### src/rtl/rob_pkg.sv
`default_nettype none
// ============================================================================
// Package  : exception / rob_pkg
// Brief    : Exception flags plus ROB entry, pointer and commit-stage types
// Revision : 1.0
// ============================================================================
package exception;
    typedef struct packed {
        logic bus_error;
        logic overflow;
        logic breakpoint;
        logic syscall;
        logic misaligned_store;
        logic misaligned_load;
        logic misaligned_fetch;
        logic illegal_instr;
    } exception_t;
endpackage

package rob_pkg;
    localparam int ROB_IDX_W = 4;
    localparam int AREG_W    = 5;
    localparam int PREG_W    = 6;

    typedef logic [ROB_IDX_W:0]  rob_ptr_t;
    typedef logic [AREG_W-1:0]   areg_addr_t;
    typedef logic [PREG_W-1:0]   preg_addr_t;
    typedef logic [31:0]         word_t;

    typedef struct packed {
        logic                  complete;
        exception::exception_t exception;
        areg_addr_t            areg;
        preg_addr_t            preg;
        preg_addr_t            opreg;
        word_t                 pc;
    } entry_t;

    typedef enum logic [1:0] {
        NORMAL  = 2'd0,
        FLUSH   = 2'd1,
        RECOVER = 2'd2
    } commit_state_t;

    typedef struct packed {
        logic       valid;
        areg_addr_t areg;
        preg_addr_t preg;
        word_t      pc;
    } retire_req_t;

    typedef struct packed {
        logic       valid;
        preg_addr_t preg;
    } free_req_t;

    function automatic logic has_exception(input exception::exception_t e);
        return |e;
    endfunction
endpackage
`default_nettype wire

### src/rtl/rob_commit_if.sv
`default_nettype none
// ============================================================================
// Interface : rob_commit_if
// Brief     : Commit stage <-> ROB table / rename / fetch-redirect signals
// Revision  : 1.0
// ============================================================================
interface rob_commit_if;
    import rob_pkg::*;

    rob_ptr_t              tail_ptr;
    entry_t                head_entry;
    rob_ptr_t              head_ptr;
    logic                  retire_valid;
    areg_addr_t            retire_areg;
    preg_addr_t            retire_preg;
    word_t                 retire_pc;
    logic                  free_valid;
    preg_addr_t            free_preg;
    logic                  free_ready;
    logic                  flush;
    word_t                 flush_pc;
    exception::exception_t flush_exception;
    logic                  recover_done;
    logic [31:0]           commit_cnt;

    // master: the commit stage itself
    modport master (
        input  tail_ptr, head_entry, free_ready, recover_done,
        output head_ptr, retire_valid, retire_areg, retire_preg, retire_pc,
               free_valid, free_preg, flush, flush_pc, flush_exception, commit_cnt
    );

    // slave: ROB table, rename/free-list and fetch side
    modport slave (
        output tail_ptr, head_entry, free_ready, recover_done,
        input  head_ptr, retire_valid, retire_areg, retire_preg, retire_pc,
               free_valid, free_preg, flush, flush_pc, flush_exception, commit_cnt
    );
endinterface
`default_nettype wire

### src/rtl/rob_commit.sv
`default_nettype none
// ============================================================================
// Module   : rob_commit
// Brief    : In-order ROB retire stage with exception flush/recover sequencing
// Revision : 1.0
// ============================================================================
module rob_commit
    import rob_pkg::*;
#(
    parameter int ROB_TABLE_SIZE = ROB_IDX_W
) (
    input  wire          clk,
    input  wire          resetn,
    rob_commit_if.master bus
);
    localparam int c_PTR_W = ROB_TABLE_SIZE + 1;

    commit_state_t         state_q, state_d;
    rob_ptr_t              head_ptr_q, head_ptr_d;
    logic [31:0]           commit_cnt_q, commit_cnt_d;
    logic                  flush_q, flush_d;
    word_t                 flush_pc_q, flush_pc_d;
    exception::exception_t flush_exc_q, flush_exc_d;

    retire_req_t           w_retire;
    free_req_t             w_free;
    logic                  w_empty;
    logic                  w_exc;
    logic                  w_needs_free;
    logic                  w_retiring;

    always_comb begin
        w_empty      = (head_ptr_q == bus.tail_ptr);
        w_exc        = has_exception(bus.head_entry.exception);
        w_needs_free = (bus.head_entry.areg != '0);

        state_d      = state_q;
        head_ptr_d   = head_ptr_q;
        commit_cnt_d = commit_cnt_q;
        flush_d      = 1'b0;
        flush_pc_d   = flush_pc_q;
        flush_exc_d  = flush_exc_q;
        w_retiring   = 1'b0;

        case (state_q)
            NORMAL: begin
                if (!w_empty && bus.head_entry.complete) begin
                    if (w_exc) begin
                        // flush_q is therefore high for exactly the FLUSH cycle
                        flush_d     = 1'b1;
                        flush_pc_d  = bus.head_entry.pc;
                        flush_exc_d = bus.head_entry.exception;
                        state_d     = FLUSH;
                    end else if (bus.free_ready || !w_needs_free) begin
                        w_retiring   = 1'b1;
                        head_ptr_d   = rob_ptr_t'(head_ptr_q + c_PTR_W'(1));
                        commit_cnt_d = commit_cnt_q + 32'd1;
                    end
                end
            end
            FLUSH: begin
                head_ptr_d = '0;
                state_d    = RECOVER;
            end
            RECOVER: begin
                if (bus.recover_done) begin
                    state_d = NORMAL;
                end
            end
            default: begin
                state_d = NORMAL;
            end
        endcase

        // areg 0 has no architectural mapping, so it retires silently
        w_retire.valid = w_retiring && w_needs_free;
        w_retire.areg  = bus.head_entry.areg;
        w_retire.preg  = bus.head_entry.preg;
        w_retire.pc    = bus.head_entry.pc;
        w_free.valid   = w_retiring && w_needs_free;
        w_free.preg    = bus.head_entry.opreg;
    end

    always_ff @(posedge clk or negedge resetn) begin
        if (!resetn) begin
            state_q      <= NORMAL;
            head_ptr_q   <= '0;
            commit_cnt_q <= '0;
            flush_q      <= 1'b0;
            flush_pc_q   <= '0;
            flush_exc_q  <= '0;
        end else begin
            state_q      <= state_d;
            head_ptr_q   <= head_ptr_d;
            commit_cnt_q <= commit_cnt_d;
            flush_q      <= flush_d;
            flush_pc_q   <= flush_pc_d;
            flush_exc_q  <= flush_exc_d;
        end
    end

    assign bus.head_ptr        = head_ptr_q;
    assign bus.retire_valid    = w_retire.valid;
    assign bus.retire_areg     = w_retire.areg;
    assign bus.retire_preg     = w_retire.preg;
    assign bus.retire_pc       = w_retire.pc;
    assign bus.free_valid      = w_free.valid;
    assign bus.free_preg       = w_free.preg;
    assign bus.flush           = flush_q;
    assign bus.flush_pc        = flush_pc_q;
    assign bus.flush_exception = flush_exc_q;
    assign bus.commit_cnt      = commit_cnt_q;
endmodule
`default_nettype wire

### src/flat_wrapper.sv
// flat-port wrapper written by rule: the top's interface ports become plain ports
module rob_commit_flat import rob_pkg::*;
#(
    parameter int ROB_TABLE_SIZE = ROB_IDX_W
)
  (clk, resetn, bus_tail_ptr, bus_head_entry, bus_free_ready, bus_recover_done, bus_head_ptr, bus_retire_valid, bus_retire_areg, bus_retire_preg, bus_retire_pc, bus_free_valid, bus_free_preg, bus_flush, bus_flush_pc, bus_flush_exception, bus_commit_cnt);
  rob_commit_if bus_i ();
  input  wire clk;
  input  wire resetn;
  input wire logic [$bits(bus_i.tail_ptr)-1:0] bus_tail_ptr;
  input wire logic [$bits(bus_i.head_entry)-1:0] bus_head_entry;
  input wire logic [$bits(bus_i.free_ready)-1:0] bus_free_ready;
  input wire logic [$bits(bus_i.recover_done)-1:0] bus_recover_done;
  output wire logic [$bits(bus_i.head_ptr)-1:0] bus_head_ptr;
  output wire logic [$bits(bus_i.retire_valid)-1:0] bus_retire_valid;
  output wire logic [$bits(bus_i.retire_areg)-1:0] bus_retire_areg;
  output wire logic [$bits(bus_i.retire_preg)-1:0] bus_retire_preg;
  output wire logic [$bits(bus_i.retire_pc)-1:0] bus_retire_pc;
  output wire logic [$bits(bus_i.free_valid)-1:0] bus_free_valid;
  output wire logic [$bits(bus_i.free_preg)-1:0] bus_free_preg;
  output wire logic [$bits(bus_i.flush)-1:0] bus_flush;
  output wire logic [$bits(bus_i.flush_pc)-1:0] bus_flush_pc;
  output wire logic [$bits(bus_i.flush_exception)-1:0] bus_flush_exception;
  output wire logic [$bits(bus_i.commit_cnt)-1:0] bus_commit_cnt;
  assign bus_i.tail_ptr = bus_tail_ptr;
  assign bus_i.head_entry = bus_head_entry;
  assign bus_i.free_ready = bus_free_ready;
  assign bus_i.recover_done = bus_recover_done;
  assign bus_head_ptr = bus_i.head_ptr;
  assign bus_retire_valid = bus_i.retire_valid;
  assign bus_retire_areg = bus_i.retire_areg;
  assign bus_retire_preg = bus_i.retire_preg;
  assign bus_retire_pc = bus_i.retire_pc;
  assign bus_free_valid = bus_i.free_valid;
  assign bus_free_preg = bus_i.free_preg;
  assign bus_flush = bus_i.flush;
  assign bus_flush_pc = bus_i.flush_pc;
  assign bus_flush_exception = bus_i.flush_exception;
  assign bus_commit_cnt = bus_i.commit_cnt;
  rob_commit #(.ROB_TABLE_SIZE(ROB_TABLE_SIZE)) u_core (.clk(clk), .resetn(resetn), .bus(bus_i));
endmodule
### config.mk
export PLATFORM = sky130hd
export DESIGN_NAME = rob_commit_flat
export DESIGN_NICKNAME = d
export VERILOG_FILES = /design/src/rtl/rob_pkg.sv /design/src/rtl/rob_commit_if.sv /design/src/rtl/rob_commit.sv /design/src/flat_wrapper.sv
export SDC_FILE = /design/constraint.sdc
export NUM_CORES = 1
export LEC_CHECK = 0
export CAP_MARGIN = 5
export CORE_ASPECT_RATIO = 1.75
export CORE_MARGIN = 2
export CORE_UTILIZATION = 40
export CTS_CLUSTER_SIZE = 20
export DETAILED_ROUTE_END_ITERATION = 12
export PLACE_DENSITY = 0.8
export SYNTH_ARGS = -nofsm -noshare
export SYNTH_HDL_FRONTEND = slang
export SYNTH_SLANG_ARGS = --single-unit
### constraint.sdc
create_clock -name clk -period 2.13 [get_ports clk]
set_input_delay 0.426 -clock clk [delete_from_list [all_inputs] [get_ports clk]]
set_output_delay 0.426 -clock clk [all_outputs]
set_load 0.005 [all_outputs]
==> impl_metrics.toml, run 1 <==
[critical_path]
path_buf_inv = 1
required_ns = 1.70
path_max_fanout = 2
startpoint_type = "register"
path_cells = "xor2_1, nor3_2, a21oi_2, nand2_2, a211oi_2, buf_2"
critPathSlowestCell = "dfrtp_1"
worst-setup-path-type = "reg2out"
critPathTopFamily = "compound AO/OA/AOI/OAI gates"
critPathMaxStageDelay_ns = 0.41
arrival_ns = 1.68
endpoint_kind = "primary output"

[global_route]
grt_util_all_layers_pct = 18.8
antenna_found_initial = 0
grt_pass1_wl_um = 15500
overflow = 0
grt_pass1_vias = 3106
grt_max_degree = 45

[synth]
seq_area_frac_synth_pct = 51.2
synth_seq_cells = 80
yosysWarnings = 0
synthesis.nets = 402
syn_avg_cell_area_um2 = 11.7
synth_area_um2 = 3910
synth.distinct_cells = 33
syn_inst = 333

[power]
powerDensity_nw_per_um2 = 950
p_leak_uw = 0.00246
ir_drop_mv = 0.634

[cells_and_area]
antenna_cells = 0
areaGrowthSynthToFinish_pct = 50.6
final_common_cell = "clkdlybuf4s50_1"
final_layout_size_suffix_gt1_share_pct = 20.2
final_cells = 606
multi_input_area_um2 = 1500
nNetsFinal = 548
fillers = 763
layout_common_cells = "clkdlybuf4s50_1, dfrtp_1, mux2_2"
regArea_um2 = 2000

[detailed_routing]
viasPerCell = 4.90
drtPass1Iterations = 4
drt-total-wl_um = 9870
drt.antenna.violating_nets = 0
drt_drc_violations_left = 0
wire_per_inst_um = 16.3
drt_first_iter_violations = 90
num_vias = 2969

[floorplan]
dieArea_um2 = 10600
initial_core_util_pct = 41.3
ios = 196
coreArea_um2 = 9470
die_y_um = 135
die_x_um = 78.7
fp-row-count = 47

[placed_design]
pre_cts_slack_ns = -0.793
hpwl_um = 7530
dp.cells = 585
finalWeightedCongestion = 0.820
io_buffers = 171

[sta]
holdWs_ns = 0.0486
slew_headroom_pct = 67.6
fin_crit_sh_pct = 98.8
setup_viol = 0
clock_skew_ns = 0.00685
worstMarginPinSlew_ns = 0.486
hold_viol = 0
slew_viol_final = 0
setup_ws_ns = 0.0266
fmax_mhz = 475
rsz0062_at_grt = "true"
period_needed_ns = 2.10

[clock_tree]
cts_buffer_depth = 2
cts_buffers = 9
clock_latency_ns = 0.33
ctsHoldBuffers = 0
cts-htree-levels = 3
cts.sinks = 80
clk_pin_slew_ns = 0.06
cts_tree = "built"
ctsRootBufferMaster = "clkbuf_16"

[run]
drv_cap = 0

[outcome]
status = "completed"

[worst_hold_path]
hp-class = "in2async"
-- layer usage --
metal / share of wire [%] / wire, um / GRT usage, % / up-vias
li1: - / - / - / 1380
met1: 34 / 3380 / 18.5 / 1435
met2: 57 / 5600 / 36.3 / 126
met3: 6.2 / 609 / 4.61 / 28
met4: 2.8 / 280 / 8.09 / 0
met5: 0 / 0 / 0 / -
-- stage by stage --
stage          power [uW]  TNS (ns)  util, %  cell area, um^2
2_1_floorplan        2850         0        -             3910
3_3_place_gp         3930    -23.57     58.1             5500
3_5_place_dp         4010    -27.07     58.1             5500
4_1_cts              5660         0     61.6             5840
5_1_grt              5870    -0.120     62.2             5880
6_report             5590         0     62.2             5880
-- area by class of cell --
cell class                      instances  area share (%)
Sequential cell                        80            34.0
Timing Repair Buffer                  194            32.1
Multi-Input combinational cell        188            25.4
Clock buffer                           11            4.13
Tap cell                              122            2.59
Clock inverter                          5            1.36
Inverter                                6           0.383
-- repair_timing --
| item | in CTS | in global routing |
|---|---|---|
| setup buffers | 2 | 3 |
| setup endpoints to repair | 26 | 24 |
| resized for setup | 32 | 9 |
| pin swaps | 12 | 14 |
-- cells in the mapped netlist --
cell type,instances,area [um^2]
mux2i_1,3,30.0
a211oi_1,1,7.51
nor3_1,7,35.0
and4_1,1,8.76
xor2_1,6,52.6
nand2_2,1,6.26
buf_4,50,375
inv_1,6,22.5
nor3_2,1,10.0
a31o_2,1,8.76
a2111oi_4,2,55.1
nand3b_1,1,7.51
or3_1,1,6.26
nor2b_1,1,6.26
nand4_1,23,144
buf_1,1,3.75
or2_1,1,6.26
nor2_1,16,60.1
a21oi_1,3,15.0
mux2_2,41,462
nor4_2,3,37.5
and3_1,4,25.0
clkbuf_1,2,7.51
nor4_1,1,6.26
buf_6,2,22.5
and2_1,2,12.5
ha_1,2,25.0
nand3_1,11,55.1
nand2_1,20,75.1
dfrtp_1,80,2000
nand2b_1,4,25.0
xnor2_1,31,272
buf_2,4,20.0
-- logic make-up after synthesis --
kind of cell    after synthesis  share of synthesized area (%)
buf+inv                      65                           11.6
xor+xnor                     37                           8.29
mux                          44                           12.6
flops                        80                           51.2
fa+ha+maj                     2                          0.640
compound gates                7                           2.21
simple gates                 98                           13.5
-- power by group --
group	internal (uW)	total (uW)	switching, uW
clock network	1060	1640	589
logic	1230	1780	557
registers	1930	2160	230
total	4210	5590	1380
-- state kept, by name, indices dropped and copies added (netlist names) --
name                        cells
u_core.bus.commit_cnt          32
u_core.bus.head_ptr             5
u_core.bus.flush                1
u_core.state_q                  2
u_core.bus.flush_exception      8
u_core.bus.flush_pc            32
-- path summary, 6_finish.rpt --
check,cells past startpoint,start,slack [ns],endpoint
max,6,u_core.bus.head_ptr[1]$_DFFE_PN0P_,0.03,bus_free_valid
min reg2reg,1,u_core.bus.flush_pc[2]$_DFFE_PN0P_,0.50,u_core.bus.flush_pc[2]$_DFFE_PN0P_
min,1,resetn,0.05,u_core.bus.commit_cnt[1]$_DFFE_PN0P_
min in group clk,2,bus_head_entry[51],0.41,u_core.bus.flush_exception[2]$_DFFE_PN0P_
max in group asynchronous,2,resetn,1.47,u_core.bus.commit_cnt[16]$_DFFE_PN0P_
max reg2reg,7,u_core.bus.head_ptr[1]$_DFFE_PN0P_,0.18,u_core.bus.commit_cnt[1]$_DFFE_PN0P_
(Power assumes the default switching activity.)
==> inputs of run 2 (changes only) <==
--- a/config.mk
+++ b/config.mk
@@ -7,11 +7,11 @@
 export LEC_CHECK = 0
 export CAP_MARGIN = 5
 export CORE_ASPECT_RATIO = 1.75
-export CORE_MARGIN = 2
 export CORE_UTILIZATION = 40
 export CTS_CLUSTER_SIZE = 20
 export DETAILED_ROUTE_END_ITERATION = 12
 export PLACE_DENSITY = 0.8
+export SKIP_CTS_REPAIR_TIMING = 1
 export SYNTH_ARGS = -nofsm -noshare
 export SYNTH_HDL_FRONTEND = slang
 export SYNTH_SLANG_ARGS = --single-unit
==> run 2 against run 1 <==
The run now ends with setup timing left. Sequential share of layout area decreased by 0.24 points. Non-clock buffer count decreased by 2. Utilization increased by 0.49 points. First-iteration DRC count decreased by 53%. Count of clock-buffer cells in the layout unchanged. Via count unchanged. Critical path type is now in2out. Critical endpoint unchanged.
==> impl_metrics.toml, run 2 (synthesis results as in run 1) <==
[detailed_routing]
wl_met1_um = 3300
drtPass1Iterations = 5
wire_per_inst_um = 16.0
drt.antenna.violating_nets = 0
viasPerCell = 4.92
drt_first_iter_violations = 42
num_vias = 2969
drt-total-wl_um = 9660
met3_length_um = 537
drt_drc_violations_left = 0
highest_layer = "met4"
wl_met2_um = 5590

[placed_design]
hpwl_um = 7190
dp.cells = 587
io_buffers = 171
pre_cts_slack_ns = -0.780
finalWeightedCongestion = 0.772

[cells_and_area]
final_cells = 604
nNetsFinal = 546
regArea_um2 = 2000
final_layout_size_suffix_gt1_share_pct = 20.1
areaGrowthSynthToFinish_pct = 51.8
layout_common_cells = "clkdlybuf4s50_1, dfrtp_1, mux2_2"
final_common_cell = "clkdlybuf4s50_1"
multi_input_area_um2 = 1510
antenna_cells = 0
fillers = 730

[global_route]
grt_pass1_vias = 3061
grt_util_all_layers_pct = 19.2
antenna_found_initial = 0
grt_pass1_wl_um = 15200
grt_max_degree = 42
overflow = 0

[run]
drv_cap = 0

[sta]
hold_viol = 0
setup_ws_ns = -0.0523
fmax_mhz = 458
slew_headroom_pct = 63.6
period_needed_ns = 2.18
clock_skew_ns = 0.00737
slew_viol_final = 0
worstMarginPinSlew_ns = 0.546
rsz0062_at_grt = "true"
fin_crit_sh_pct = 102
setup_viol = 2

[power]
p_comb_share_pct = 32.6
switching_power_uw = 1380
powerDensity_nw_per_um2 = 932
netSwitchingFraction_pct = 24.9
p_seq_share_pct = 38.8
p_leak_uw = 0.00258
ir_drop_mv = 0.465
power_frac_clock_pct = 28.6
internal_power_uw = 4150
total_power_uw = 5530

[clock_tree]
ctsRootBufferMaster = "clkbuf_16"
cts_buffers = 9
clk_pin_slew_ns = 0.06
cts.sinks = 80
cts-htree-levels = 3
clock_latency_ns = 0.33
cts_buffer_depth = 2
cts_tree = "built"

[floorplan]
die_x_um = 76.7
ios = 196
coreArea_um2 = 9470
initial_core_util_pct = 41.3
die_y_um = 133
fp-row-count = 47
dieArea_um2 = 10200

[critical_path]
ff2ff_path_depth = 7
worst-setup-path-type = "in2out"
worstSetupEndpoint = "bus_free_valid"
reg2reg_to = "u_core.bus.commit_cnt[25]$_DFFE_PN0P_"
rrSetupSlack_ns = 0.21
endpoint_kind = "primary output"
r2r_start = "u_core.state_q[1]$_DFFE_PN0P_"
required_ns = 1.70
startpoint_type = "primary input"
arrival_ns = 1.76
path_max_fanout = 2
crit_start = "bus_head_entry[48]"

[outcome]
status = "complete, but fails checks"
violations = "setup timing"

[worst_hold_path]
hp-class = "in2async"
-- run 2: worst min path at each step --
| stage | to | slack, ns | cells past startpoint |
|---|---|---|---|
| after floorplan | u_core.bus.commit_cnt[0]$_DFFE_PN0P_ | 0.13 | 0 |
| after global placement | u_core.bus.commit_cnt[11]$_DFFE_PN0P_ | 0.43 | 1 |
| after detailed placement | u_core.bus.commit_cnt[10]$_DFFE_PN0P_ | 0.44 | 1 |
| after CTS | u_core.bus.commit_cnt[10]$_DFFE_PN0P_ | 0.08 | 1 |
| after global routing | u_core.bus.commit_cnt[10]$_DFFE_PN0P_ | 0.11 | 1 |
| final | u_core.bus.commit_cnt[10]$_DFFE_PN0P_ | 0.07 | 1 |
-- run 2: layer usage --
metal  vias up  GRT usage (%)
met5         -              0
met1      1446           18.3
met4         0           8.12
li1       1391              -
met3        21           4.83
met2       111           37.5
-- run 2: power by group through the flow --
stage	logic, uW	clock network (uW)	registers [uW]
after floorplan	666	0	2180
after global placement	1780	0	2140
after detailed placement	1820	0	2170
after CTS	1830	1630	2140
after global routing	1930	1680	2200
final	1810	1580	2150
-- run 2: critical path, stage by stage --
cell             delay, ns
clkdlybuf4s50_1       0.46
nor2_4                0.17
a21oi_2               0.08
nor2_2                0.10
nand2_1               0.07
a211oi_2              0.26
buf_2                 0.18
-- run 2: layout make-up --
type / instances / area share (%)
Sequential cell: 80 / 33.8
Inverter: 6 / 0.380
Timing Repair Buffer: 192 / 32.5
Tap cell: 122 / 2.57
Clock buffer: 11 / 4.26
Multi-Input combinational cell: 188 / 25.4
Clock inverter: 5 / 1.08
-- run 2: per-stage QoR --
step | util, % | TNS [ns] | hold WS [ns] | cell area, um^2
finish | 62.6 | -0.0994 | 0.0703 | 5930
global route | 62.6 | -0.222 | 0.108 | 5930
CTS | 61.6 | -2.67 | 0.0848 | 5830
detailed placement | 58.3 | -23.06 | 0.444 | 5520
global placement | 58.3 | -23.82 | 0.435 | 5520
floorplan | - | 0 | 0.130 | 3910
